<file path="src/rtl/f_classify_pipe.sv">
// f_classify_pipe: single-stage floating-point operand classifier with a
// valid/ready output register and saturating per-category statistics.
module f_classify_pipe #(
    parameter int EXP_W = 8,
    parameter int MAN_W = 23,
    parameter int CNT_W = 16
) (
    input  logic                 clk,
    input  logic                 rst,
    input  logic                 in_valid,
    output logic                 in_ready,
    input  logic [EXP_W+MAN_W:0] in_data,
    output logic                 out_valid,
    input  logic                 out_ready,
    output logic [9:0]           out_class,
    input  logic                 clr,
    output logic [CNT_W-1:0]     cnt_nan,
    output logic [CNT_W-1:0]     cnt_inf,
    output logic [CNT_W-1:0]     cnt_zero,
    output logic [CNT_W-1:0]     cnt_sub,
    output logic                 sticky_nan,
    output logic                 sticky_snan
);

    localparam int W = 1 + EXP_W + MAN_W;

    // Bit positions of the one-hot class vector.
    localparam logic [3:0] C_NEG_INF  = 4'd0;
    localparam logic [3:0] C_NEG_NORM = 4'd1;
    localparam logic [3:0] C_NEG_SUB  = 4'd2;
    localparam logic [3:0] C_NEG_ZERO = 4'd3;
    localparam logic [3:0] C_POS_ZERO = 4'd4;
    localparam logic [3:0] C_POS_SUB  = 4'd5;
    localparam logic [3:0] C_POS_NORM = 4'd6;
    localparam logic [3:0] C_POS_INF  = 4'd7;
    localparam logic [3:0] C_SNAN     = 4'd8;
    localparam logic [3:0] C_QNAN     = 4'd9;

    function automatic logic [9:0] classify(input logic [W-1:0] d);
        logic             sgn;
        logic [EXP_W-1:0] e;
        logic [MAN_W-1:0] m;
        logic             exp_ones;
        logic             exp_zero;
        logic             man_zero;
        logic [3:0]       idx;
        sgn      = d[W-1];
        e        = d[W-2:MAN_W];
        m        = d[MAN_W-1:0];
        exp_ones = &e;
        exp_zero = ~|e;
        man_zero = ~|m;
        // NaN ignores the sign; the quiet bit is the significand MSB.
        if (exp_ones && !man_zero) begin
            idx = m[MAN_W-1] ? C_QNAN : C_SNAN;
        end else if (exp_ones) begin
            idx = sgn ? C_NEG_INF : C_POS_INF;
        end else if (exp_zero && man_zero) begin
            idx = sgn ? C_NEG_ZERO : C_POS_ZERO;
        end else if (exp_zero) begin
            idx = sgn ? C_NEG_SUB : C_POS_SUB;
        end else begin
            idx = sgn ? C_NEG_NORM : C_POS_NORM;
        end
        classify = 10'd1 << idx;
    endfunction

    function automatic logic [CNT_W-1:0] sat_inc(input logic [CNT_W-1:0] c);
        sat_inc = (&c) ? c : c + CNT_W'(1);
    endfunction

    logic             out_valid_r;
    logic [9:0]       out_class_r;
    logic [CNT_W-1:0] cnt_nan_r, cnt_inf_r, cnt_zero_r, cnt_sub_r;
    logic             sticky_nan_r, sticky_snan_r;

    logic             in_ready_s;
    logic             accept_s;
    logic [9:0]       cls_s;
    logic             is_nan_s, is_snan_s, is_inf_s, is_zero_s, is_sub_s;
    logic [CNT_W-1:0] base_nan_s, base_inf_s, base_zero_s, base_sub_s;
    logic [CNT_W-1:0] cnt_nan_nx_s, cnt_inf_nx_s, cnt_zero_nx_s, cnt_sub_nx_s;
    logic             sticky_nan_nx_s, sticky_snan_nx_s;

    // Handshake decode and operand classification.
    always_comb begin
        in_ready_s = ~out_valid_r | out_ready;
        accept_s   = in_valid & in_ready_s;
        cls_s      = classify(in_data);
        is_nan_s   = cls_s[C_QNAN] | cls_s[C_SNAN];
        is_snan_s  = cls_s[C_SNAN];
        is_inf_s   = cls_s[C_NEG_INF] | cls_s[C_POS_INF];
        is_zero_s  = cls_s[C_NEG_ZERO] | cls_s[C_POS_ZERO];
        is_sub_s   = cls_s[C_NEG_SUB] | cls_s[C_POS_SUB];
    end

    // Next statistics: clear first, then count the operand accepted this cycle.
    always_comb begin
        base_nan_s       = clr ? {CNT_W{1'b0}} : cnt_nan_r;
        base_inf_s       = clr ? {CNT_W{1'b0}} : cnt_inf_r;
        base_zero_s      = clr ? {CNT_W{1'b0}} : cnt_zero_r;
        base_sub_s       = clr ? {CNT_W{1'b0}} : cnt_sub_r;
        cnt_nan_nx_s     = (accept_s && is_nan_s)  ? sat_inc(base_nan_s)  : base_nan_s;
        cnt_inf_nx_s     = (accept_s && is_inf_s)  ? sat_inc(base_inf_s)  : base_inf_s;
        cnt_zero_nx_s    = (accept_s && is_zero_s) ? sat_inc(base_zero_s) : base_zero_s;
        cnt_sub_nx_s     = (accept_s && is_sub_s)  ? sat_inc(base_sub_s)  : base_sub_s;
        sticky_nan_nx_s  = (clr ? 1'b0 : sticky_nan_r)  | (accept_s & is_nan_s);
        sticky_snan_nx_s = (clr ? 1'b0 : sticky_snan_r) | (accept_s & is_snan_s);
    end

    // Output register: load on accept, drain on transfer, otherwise hold.
    always_ff @(posedge clk) begin
        if (rst) begin
            out_valid_r <= 1'b0;
            out_class_r <= 10'd0;
        end else if (accept_s) begin
            out_valid_r <= 1'b1;
            out_class_r <= cls_s;
        end else if (out_ready) begin
            out_valid_r <= 1'b0;
        end else begin
            out_valid_r <= out_valid_r;
        end
    end

    // Statistics registers.
    always_ff @(posedge clk) begin
        if (rst) begin
            cnt_nan_r     <= {CNT_W{1'b0}};
            cnt_inf_r     <= {CNT_W{1'b0}};
            cnt_zero_r    <= {CNT_W{1'b0}};
            cnt_sub_r     <= {CNT_W{1'b0}};
            sticky_nan_r  <= 1'b0;
            sticky_snan_r <= 1'b0;
        end else begin
            cnt_nan_r     <= cnt_nan_nx_s;
            cnt_inf_r     <= cnt_inf_nx_s;
            cnt_zero_r    <= cnt_zero_nx_s;
            cnt_sub_r     <= cnt_sub_nx_s;
            sticky_nan_r  <= sticky_nan_nx_s;
            sticky_snan_r <= sticky_snan_nx_s;
        end
    end

    assign in_ready    = in_ready_s;
    assign out_valid   = out_valid_r;
    assign out_class   = out_class_r;
    assign cnt_nan     = cnt_nan_r;
    assign cnt_inf     = cnt_inf_r;
    assign cnt_zero    = cnt_zero_r;
    assign cnt_sub     = cnt_sub_r;
    assign sticky_nan  = sticky_nan_r;
    assign sticky_snan = sticky_snan_r;

endmodule

</file>
<file path="config.mk">
export PLATFORM = sky130hd
export DESIGN_NAME = f_classify_pipe
export DESIGN_NICKNAME = d
export VERILOG_FILES = /design/src/rtl/f_classify_pipe.sv
export SDC_FILE = /design/constraint.sdc
export NUM_CORES = 1
export LEC_CHECK = 0
export CORE_UTILIZATION = 45
export CTS_CLUSTER_SIZE = 16
export DETAILED_ROUTE_END_ITERATION = 8
export HOLD_SLACK_MARGIN = 0.08
export PLACE_DENSITY = 0.8
export SLEW_MARGIN = 40
export SYNTH_ARGS = -nofsm -noshare
export SYNTH_HDL_FRONTEND = slang
export SYNTH_SLANG_ARGS = --single-unit
</file>
<file path="constraint.sdc">
create_clock -name clk -period 10.85 [get_ports clk]
set_clock_uncertainty 0.2 [all_clocks]
set_input_delay 2.7125 -clock clk [delete_from_list [all_inputs] [get_ports clk]]
set_output_delay 2.7125 -clock clk [all_outputs]
set_load 0.005 [all_outputs]
</file>
==> flow_summary.yaml <==
sta:
  fin_crit_sh_pct: 62.2
  slew_headroom_pct: 45.5
  rsz0062_at_grt: "no"
  drv_slew: 0
  holdWs_ps: 260
  hold_viol_final: 0
  setup_violations: 0
  fmax_mhz: 148
  min_period_ps: 6750
  tns_ps: 0
  fin_ws_ps: 4100
  tightestPinTransition_ps: 818
floorplanning:
  start_util_pct: 46.4
  dieHeight_microns: 99.6
  die-area_sq_um: 9930
  boundaryPins: 115
  num_rows: 35
  core_sq_um: 9240
  die_w_microns: 99.6
final_layout:
  drive_above_1_share_pct: 4.89
  final_cell_mix: "113 x clkdlybuf4s50_1, 77 x dfxtp_1, 61 x a21oi_1"
  area_growth_pct: 31.4
  nNetsFinal: 650
  final_common_cell: "clkdlybuf4s50_1"
  num-fill-cells: 800
  diodes: 0
logic_synthesis:
  synth_flop_cell: "dfxtp_1"
  synth.avg_cell_area_sq_um: 8.26
  seq_area_frac_synth_pct: 35.9
  synth-seq-cells: 77
  netlist_area_sq_um: 4290
  async_flop_share_pct: 0
  synth-warning-count: 0
  synthDistinctLibCells: 55
  syn_nets: 560
  syn_inst: 519
  synth-edff-count: 0
grt:
  grt_overflow: 0
  antenna_found_initial: 0
  grt_use_total_pct: 24.4
  grt_pass1_vias: 4073
  grt_max_degree: 59
  grt_pass1_wl_microns: 19700
hold_path:
  hold_path_class: "reg -> reg"
  hp-start: "out_class[0]"
drt:
  dr.first_iter.drc_count: 168
  dr.pass1.iters: 5
  drtAntennaViolNets: 0
  vias_per_cell: 6.25
  drt-total-wl_microns: 12200
  post_drt_wl_per_cell_microns: 16.4
  drc: 0
  vias: 4642
place:
  numPortBuffers: 114
  dpl.hpwl_microns: 8270
  post-place-ws_ps: 4110
  finalWeightedCongestion: 0.829
clock_network:
  cts-resized-gates: 0
  cts.path.max_buffers: 2
  clkTransAtPathRegs_ps: 70
  cts_tree: "yes"
  clk_latency_ps: 350
  cts_root_buffer: "clkbuf_8"
  hold_buffers: 0
  clock_sinks: 77
  htree_levels: 3
  cts_made_buffers: 9
  cts_setup_buffers: 0
worst_setup_path:
  cp-start-kind: "input pin"
  reg2reg_slack_ps: 7810
  path_max_fanout: 7
  end_kind: "output port"
  r2r-start: "cnt_zero[0]"
  critical_path_class: "in -> out"
  cp.required_ps: 7940
  worstSetupStartpoint: "out_ready"
  arrival_ps: 3840
outcome:
  status: "complete, no violations"
job:
  max_cap_viol_count: 0
pwr:
  p_per_area_nw_per_um2: 94.6
  total_power_w: 0.000533
  peakVddDrop_v: 0.0000503
  p_leak_nw: 1.77
==> where the power goes <==
group | total (W) | internal [W] | leakage, nW | switching [W]
Sequential | 0.000283 | 0.000283 | 0.620 | 0.000000419
Combinational | 0.0000324 | 0.0000160 | 1.06 | 0.0000164
Clock | 0.000217 | 0.000113 | 0.0919 | 0.000104
Total | 0.000533 | 0.000412 | 1.77 | 0.000121
==> critical path, cell delays in order <==
cell and delay (ps):
clkdlybuf4s50_1 440, nand2b_2 170, clkdlybuf4s50_1 520
==> Yosys cell counts, types with 2 or more instances <==
library cell,instances,area (sq um)
o311ai_0,5,43.8
o21ai_0,12,60.1
nand3b_1,2,15.0
nor3_1,6,30.0
ha_1,4,50.1
a31oi_1,4,25.0
a311o_1,2,20.0
a21o_1,3,22.5
dfxtp_1,77,1540
nor2_1,17,63.8
nand2_1,29,109
buf_2,6,30.0
and2_1,9,56.3
or3_1,11,68.8
nor4_1,10,62.6
nand3_1,28,140
buf_1,2,7.51
a2111o_1,5,56.3
and4b_1,9,90.1
a22oi_1,2,15.0
o31ai_1,31,233
or4b_2,2,20.0
a32oi_1,3,26.3
o211ai_1,6,45.0
a41o_1,2,20.0
and3_1,15,93.8
clkbuf_1,27,101
mux2i_1,4,40.0
nor2b_1,24,150
inv_1,11,41.3
o2111ai_1,2,17.5
nand4_1,20,125
and4_1,9,78.8
or4_1,32,240
a21oi_1,61,305
nand2b_1,2,12.5
mux2_2,4,45.0
a311oi_1,2,17.5
o41ai_1,3,26.3
==> registers in the layout, summed over array words and instances (netlist names) <==
register / cells
cnt_inf: 16
cnt_nan: 16
cnt_sub: 16
cnt_zero: 16
out_class: 10
out_valid: 1
sticky_nan: 1
sticky_snan: 1
==> cell type report <==
| cell class | instances | area, sq um | area share (%) |
|---|---|---|---|
| clock inverter | 1 | 30.0 | 0.533 |
| timing repair buffer | 117 | 1160 | 20.6 |
| inverter | 11 | 41.3 | 0.733 |
| clock buffer | 15 | 156 | 2.78 |
| sequential | 77 | 1540 | 27.4 |
| tap | 129 | 161 | 2.86 |
| multi-input combinational | 393 | 2540 | 45.2 |
==> layer usage <==
| metal | wire (microns) | vias up | global-route usage, % | part of all wire (%) |
|---|---|---|---|---|
| met5 | 0 | - | 0 | 0 |
| met4 | 136 | 0 | 7.47 | 1.1 |
| met3 | 742 | 13 | 4.22 | 6.1 |
| met1 | 5280 | 2227 | 30.7 | 43 |
| li1 | - | 2216 | - | - |
| met2 | 6060 | 186 | 42.7 | 50 |
==> stage by stage <==
stage	instances	utilization, %	area (sq um)
2_1_floorplan	519	-	4290
3_3_place_gp	727	58.8	5440
3_5_place_dp	727	58.9	5440
4_1_cts	743	60.9	5630
5_1_grt	743	61.0	5630
6_report	743	61.0	5630
==> final timing paths <==
| check | end | cells after the start |
|---|---|---|
| setup / recovery | in_ready | 3 |
| setup reg to reg | cnt_zero[3] | 7 |
| hold reg to reg | out_class[0] | 2 |
| hold / removal | out_class[0] | 2 |
==> cells by family (layout without fill, tap and decap cells) <==
family          after synthesis  count (layout)  share of synthesized area, %
fa+ha+maj                     4               4                          1.17
simple gates                232             232                          33.1
buf+inv                      49             144                          4.96
mux                           8               8                          1.98
flops                        77              77                          35.9
compound gates              149             149                          22.9
No activity file was read; power rests on OpenSTA's default activity.
